`src/rtl/adc_sample_decoder.sv`:
```
// Reassembles tagged 12-bit ADC samples from a UART byte stream and tracks
// channel ordering, framing errors and lock status for downstream logging.
module adc_sample_decoder #(
    parameter int TIMEOUT_CYC = 500000,
    parameter int LOCK_PAIRS  = 4,
    parameter int ERR_W       = 8
) (
    input  logic             clk,
    input  logic             reset_N,
    input  logic [7:0]       rx_data,
    input  logic             rx_valid,
    output logic             sample_valid,
    output logic [1:0]       sample_ch,
    output logic [11:0]      sample_val,
    output logic             frame_err,
    output logic             seq_err,
    output logic             locked,
    output logic [ERR_W-1:0] err_count
);

    localparam int TMO_W = (TIMEOUT_CYC > 1) ? $clog2(TIMEOUT_CYC) : 1;
    localparam int RUN_W = $clog2(LOCK_PAIRS + 1);
    localparam logic [TMO_W-1:0] TMO_LAST = TMO_W'(TIMEOUT_CYC - 1);
    localparam logic [RUN_W-1:0] RUN_MAX  = RUN_W'(LOCK_PAIRS);

    typedef enum logic {
        WAIT_HI = 1'b0,
        WAIT_LO = 1'b1
    } state_t;

    function automatic logic [1:0] next_ch(input logic [1:0] ch);
        return ch + 2'd1;
    endfunction

    state_t           state_q, state_d;
    logic [1:0]       hi_tag_q, hi_tag_d;
    logic [5:0]       hi_bits_q, hi_bits_d;
    logic [TMO_W-1:0] tmo_q, tmo_d;
    logic [1:0]       exp_q, exp_d;
    logic [RUN_W-1:0] run_q, run_d;
    logic             locked_q, locked_d;
    logic             sample_valid_q, sample_valid_d;
    logic [1:0]       sample_ch_q, sample_ch_d;
    logic [11:0]      sample_val_q, sample_val_d;
    logic             frame_err_q, frame_err_d;
    logic             seq_err_q, seq_err_d;
    logic [ERR_W-1:0] err_q, err_d;
    logic             emit_s;

    // Next-state logic: byte pairing, timeout, sequence tracking, error count.
    always_comb begin
        state_d        = state_q;
        hi_tag_d       = hi_tag_q;
        hi_bits_d      = hi_bits_q;
        tmo_d          = tmo_q;
        exp_d          = exp_q;
        run_d          = run_q;
        sample_valid_d = 1'b0;
        sample_ch_d    = sample_ch_q;
        sample_val_d   = sample_val_q;
        frame_err_d    = 1'b0;
        seq_err_d      = 1'b0;
        err_d          = err_q;
        emit_s         = 1'b0;

        case (state_q)
            WAIT_HI: begin
                if (rx_valid) begin
                    hi_tag_d  = rx_data[7:6];
                    hi_bits_d = rx_data[5:0];
                    tmo_d     = '0;
                    state_d   = WAIT_LO;
                end else begin
                    tmo_d = tmo_q;
                end
            end
            WAIT_LO: begin
                // An arriving byte always wins over a timeout in the same cycle.
                if (rx_valid) begin
                    if (rx_data[7:6] == hi_tag_q) begin
                        emit_s         = 1'b1;
                        sample_valid_d = 1'b1;
                        sample_ch_d    = hi_tag_q;
                        sample_val_d   = {hi_bits_q, rx_data[5:0]};
                        state_d        = WAIT_HI;
                    end else begin
                        frame_err_d = 1'b1;
                        hi_tag_d    = rx_data[7:6];
                        hi_bits_d   = rx_data[5:0];
                        tmo_d       = '0;
                    end
                end else if (tmo_q == TMO_LAST) begin
                    frame_err_d = 1'b1;
                    hi_tag_d    = 2'd0;
                    hi_bits_d   = 6'd0;
                    tmo_d       = '0;
                    state_d     = WAIT_HI;
                end else begin
                    tmo_d = tmo_q + TMO_W'(1);
                end
            end
            default: begin
                state_d = WAIT_HI;
            end
        endcase

        if (emit_s) begin
            if (hi_tag_q == exp_q) begin
                if (run_q != RUN_MAX) begin
                    run_d = run_q + RUN_W'(1);
                end else begin
                    run_d = run_q;
                end
            end else if (locked_q) begin
                seq_err_d = 1'b1;
                run_d     = '0;
            end else begin
                run_d = RUN_W'(1);
            end
            exp_d = next_ch(hi_tag_q);
        end else begin
            exp_d = exp_q;
        end

        if (frame_err_d) begin
            run_d = '0;
        end else begin
            run_d = run_d;
        end

        locked_d = (run_d == RUN_MAX);

        if ((frame_err_d || seq_err_d) && (err_q != {ERR_W{1'b1}})) begin
            err_d = err_q + ERR_W'(1);
        end else begin
            err_d = err_q;
        end
    end

    // State and output registers.
    always_ff @(posedge clk or negedge reset_N) begin
        if (!reset_N) begin
            state_q        <= WAIT_HI;
            hi_tag_q       <= 2'd0;
            hi_bits_q      <= 6'd0;
            tmo_q          <= '0;
            exp_q          <= 2'd0;
            run_q          <= '0;
            locked_q       <= 1'b0;
            sample_valid_q <= 1'b0;
            sample_ch_q    <= 2'd0;
            sample_val_q   <= 12'd0;
            frame_err_q    <= 1'b0;
            seq_err_q      <= 1'b0;
            err_q          <= '0;
        end else begin
            state_q        <= state_d;
            hi_tag_q       <= hi_tag_d;
            hi_bits_q      <= hi_bits_d;
            tmo_q          <= tmo_d;
            exp_q          <= exp_d;
            run_q          <= run_d;
            locked_q       <= locked_d;
            sample_valid_q <= sample_valid_d;
            sample_ch_q    <= sample_ch_d;
            sample_val_q   <= sample_val_d;
            frame_err_q    <= frame_err_d;
            seq_err_q      <= seq_err_d;
            err_q          <= err_d;
        end
    end

    assign sample_valid = sample_valid_q;
    assign sample_ch    = sample_ch_q;
    assign sample_val   = sample_val_q;
    assign frame_err    = frame_err_q;
    assign seq_err      = seq_err_q;
    assign locked       = locked_q;
    assign err_count    = err_q;

endmodule

```
`config.mk`:
```
export PLATFORM = sky130hd
export DESIGN_NAME = adc_sample_decoder
export DESIGN_NICKNAME = d
export VERILOG_FILES = /design/src/rtl/adc_sample_decoder.sv
export SDC_FILE = /design/constraint.sdc
export NUM_CORES = 1
export LEC_CHECK = 0
export CAP_MARGIN = 20
export CORE_MARGIN = 1.5
export CORE_UTILIZATION = 55
export DETAILED_ROUTE_END_ITERATION = 16
export PLACE_DENSITY = 0.77
export SLEW_MARGIN = 20
export SYNTH_ARGS = -nofsm -noshare
export SYNTH_HDL_FRONTEND = slang
export SYNTH_SLANG_ARGS = --single-unit
```
`constraint.sdc`:
```
create_clock -name clk -period 2.3 [get_ports clk]
set_input_delay 0.46 -clock clk [delete_from_list [all_inputs] [get_ports clk]]
set_output_delay 0.46 -clock clk [all_outputs]
set_load 0.01 [all_outputs]
```
# After elaboration in Yosys (flattened, before gate mapping)
# Index checks and enable logic that the tools add are counted.
# Widths: inputs -> output; s select.
# word_totals
output_inout_bits	26
register_bits	59
wordCells	66
in_bits	11
# classes
reduce_logical	5
n_addsub	4
bitwise_logic	1
mux	34
n_eq_ne	9
# ops
operator	n
$mux 19	4
$pmux 19 s2	1
$mux 6	4
$add 19x1->19 const B	1
$eq 19x19->1 const B	1
$mux 1	14
$mux 3	4
$pmux 6 s2	1
$add 8x1->8 const B	1
$mux 2	4
$ne 8x8->1 const B	1
$ne 3x3->1 const B	2
$reduce_and 3->1	2
$eq 2x2->1	2
$pmux 2 s2	1
$add 3x1->3 const B	1
$eq 3x3->1 const B	1
$ne 3x2->1 const B	1
$add 2x1->2 const B	1
$ne 2x2->1 const B	1
$pmux 1 s2	1
$reduce_and 2->1	1
$logic_and 1x1->1	1
$logic_or 1x1->1	1
$not 1->1	1

# Depth between registers and ports, before layout
# depth
depth_word	7
depth_mapped	8
depth_no_buf	6

# Worst setup path after synthesis
# No wires, ideal clock.
# synth_timing
kind	reg-to-reg
from	register tmo_q[11]
to	register err_q[4], in the netlist err_count[4]
t_arrival_ns	1.975
n_path_buf	0
synth_period_minus_slack_ns	2.102
slack_ns	0.198
path_stages_with_launch	6
cell_sequence	dfrtp_1 -> or4_4 -> nor4_4 -> a21oi_2 -> or4b_1 -> xnor2_1
# synth_between
elab_chain_cells	6
# synth_lines
item	line	rtl
start, declared	38	logic [TMO_W-1:0] tmo_q, tmo_d;
start signal, assigned	160	tmo_q <= tmo_d;
$eq 19x19->1	92	end else if (tmo_q == TMO_LAST) begin
$mux 1	92	
$mux 1	79	if (rx_valid) begin
$mux 1	66	case (state_q)
$logic_or 1x1->1	133	if ((frame_err_d || seq_err_d) && (err_q != {ERR_W{1'b1}})) begin
$logic_and 1x1->1	133	
end signal, assigned	169	err_q <= err_d;
end, declared	47	logic [ERR_W-1:0] err_q, err_d;
# Every way passes these cells.
# A chain may end at the register's enable or synchronous reset.

# Final worst setup path
# layout_timing
from	register tmo_q[11]
to	register tmo_q[4]
# layout_between
elab_chain_cells	4
# layout_lines
item	line
$eq 19x19->1	92
$mux 19	92
$mux 19	79
$pmux 19 s2	66
# Every way passes these cells.

==> impl_results.md <==
- Outcome: completed
- Synth area leader: dfrtp_1
- Core ar.: a little under 5000 um^2
- CP Class: flop to flop
- Vias in the first global route: 2,085
- Commonest non-fill, non-tap cell in the layout: nand2_1
- Die height: 74.9 um
- Syn Nets: 317
- Placed Area: 3370 um^2
- CP Max Fanout: 25
- H-tree depth: 3
- Die X: 74.9 um
- Pint: 2670 uW
- Netlist cell types: between 40 and 50
- Max Transition Viols Final: 0
- Die Area: roughly 5600 um^2
- N_diodes: 0
- Sequential share of the synthesized area: between 50% and 60%
- Most frequent cells in the layout: 63 x nand2_1, 58 x dfrtp_1, 35 x clkdlybuf4s50_1
- Startpoint Class: flop
- Fmax achieved: 0.448 GHz
- Largest net degree at the start of global routing: 39
- Synth top area share: 51.9%
- EDFF count, synth: 0
- Final wirelength: 6100 um
- CTS Buf Count: 9
- Avg WL per Cell: 14.3 um
- RSZ-0062 raised after global routing: true
- Hold Vio Cnt, Final: 0
- YS warnings: 0
- Worst EP required: 2.52 ns
- CP arrival: 2.45 ns
- Static leakage: 0.00166 uW
- Post-Syn Area per Cell: 9.41 um^2
- Clock skew: approximately 0.0074 ns
- Vias: 2,365
- Initial Util: 58.6%
- Ys flop type: dfrtp_1
- Remaining DRCs: 0
- CP endpoint kind: flop
- Clock power frac: 30.1%
- Routed vias/inst: 5.53
- Crit share post-route: a little over nine tenths
- Power per cell area: 1040 nW/um^2
- Asr flop ratio synth: 100%
- DRT Pass-1 Iters: 4
- Clock Pin Slew Worst Setup and Hold Paths: about 0.070 ns
- Final Setup Violations: 0
- GR Overflow Total: 0
- Post-synthesis register bit count: 59
- Maximum VDD drop: 0.684 mV
- Global Route Usage Sum: about a quarter
- Hold Crit Class: input pin to async pin
- Clock Latency Late Sink: 0.33 ns
- Sw Ratio: 30.0%
- Root Driver: clkbuf_8
- Clock buffer depth: 2
- Max-cap violations: 0
- CTS Hold Buffers Added: 0
- Setup TNS: 0 ns
- Number of core rows: 25
- Post-DRT Antenna Nets: 0
- Relative slew slack: between 40% and 50%
- Share of cells above drive strength 1: 14.1%
- Logic pwr share: 30.4%
- Psw: 1150 uW
- TritonCTS clock tree: yes
- Initial antenna violation count: 0
- IO Count: 37
- Reg2reg path depth: 7
- First-pass GRT wire length: a little under 10,000 um
- Top cells by area, synth: dfrtp_1 52%, nand2_1 8.3%, a22o_1 4.0%
- Worst-margin pin slew: 0.752 ns
- RePlAce Congestion: 0.851
- Layout area overhead: 29.6%
- Hpwl dp: 4190 um
- Tmin final: around 2.2 ns
- DRT iter0 DRCs: between 100 and 150
- Finished layout cell area: approximately 3700 um^2
- # port buffers: 36
- Nets@finish: 371
- Sequential share of power: 39.5%
- Post-Synthesis Cells: 302
- CTS sink count: 59
- Post-Syn Area: approximately 2800 um^2
synthesized netlist by cell type (all sizes together) (3+ instances only):
master,instances
a21o,4
a21oi,19
a22o,13
a31oi,7
and2,3
clkbuf,13
dfrtp,59
ha,4
inv,12
mux2,3
nand2,63
nand3,12
nand4,11
nor2,15
nor3,8
o21ai,12
or3,5
xnor2,8
kinds of logic (layout without fill, tap and decap cells):
family	count (synthesis)	in the layout	share of synthesized area [%]
flip-flops	59	59	51.9
buffers and inverters	27	86	3.70
multiplexers	5	5	1.89
adder cells (fa/ha/maj)	4	4	1.76
AO/OA/AOI/OAI	64	64	14.8
AND/OR/NAND/NOR	133	133	22.8
XOR/XNOR	10	10	3.08
layer usage:
metal  GRT usage (%)  vias up  part of all wire [%]
li1                -     1167                     -
met1            31.6     1142                    46
met2            36.3       46                    49
met3            4.82       10                   3.4
met4            11.5        0                   1.7
met5               0        -                     0
repair_timing:
item / in CTS / in global routing
pin swaps: 2 / 3
setup endpoints to repair: 2 / 7
gates resized for setup: 2 / 4
setup buffers: 3 / 2
critical path: stages, from the launching register on:
cell and delay (ns):
dfrtp_1 0.39, or4_4 0.56, nor4_4 0.34, buf_4 0.19
a21oi_1 0.10, buf_12 0.20, a21o_1 0.16, a22o_1 0.17
final timing paths:
path	startpoint	end	slack, ns
worst min register to register	tmo_q[17]	tmo_q[17]	0.47
worst max register to register	tmo_q[11]	tmo_q[4]	0.07
worst min-delay path	reset_N	exp_q[0]	0.09
worst max-delay path	tmo_q[11]	tmo_q[4]	0.07
min in group clk	tmo_q[17]	tmo_q[17]	0.47
max in group asynchronous	reset_N	tmo_q[10]	1.63
cell type report:
type | count | area (um^2)
flip-flops and latches | 59 | 1480
multi-input cells | 216 | 1290
fillers | 348 | 1160
repair buffers | 58 | 546
clock buffers | 11 | 141
clock inverters | 5 | 100
well taps | 67 | 83.8
inverters | 12 | 45.0
state kept, by name, summed over array words and instances (netlist names), 2 cells and up:
signal / flops
exp_q: 2
hi_bits_q: 6
hi_tag_q: 2
tmo_q: 19
run_q: 3
sample_val: 12
err_count: 8
sample_ch: 2
stage by stage:
step	total power (uW)	util [%]	setup slack [ns]	hold slack [ns]	std cells
2_1_floorplan	2070	-	0.198	0.164	302
3_3_place_gp	2640	69.6	0.0471	0.457	407
3_5_place_dp	2670	69.6	-0.0000855	0.456	407
4_1_cts	3830	75.3	0.0000768	0.0986	426
5_1_grt	4030	76.0	-0.0110	0.119	428
6_report	3820	76.0	0.0700	0.0917	428
power groups by stage:
stage | registers, uW | clock network (uW) | logic (uW)
after global placement | 1510 | 0 | 1120
after global routing | 1550 | 1210 | 1280
after CTS | 1500 | 1160 | 1170
final | 1510 | 1150 | 1160
after detailed placement | 1520 | 0 | 1150
after floorplan | 1570 | 0 | 497
(Power assumes the default switching activity.)
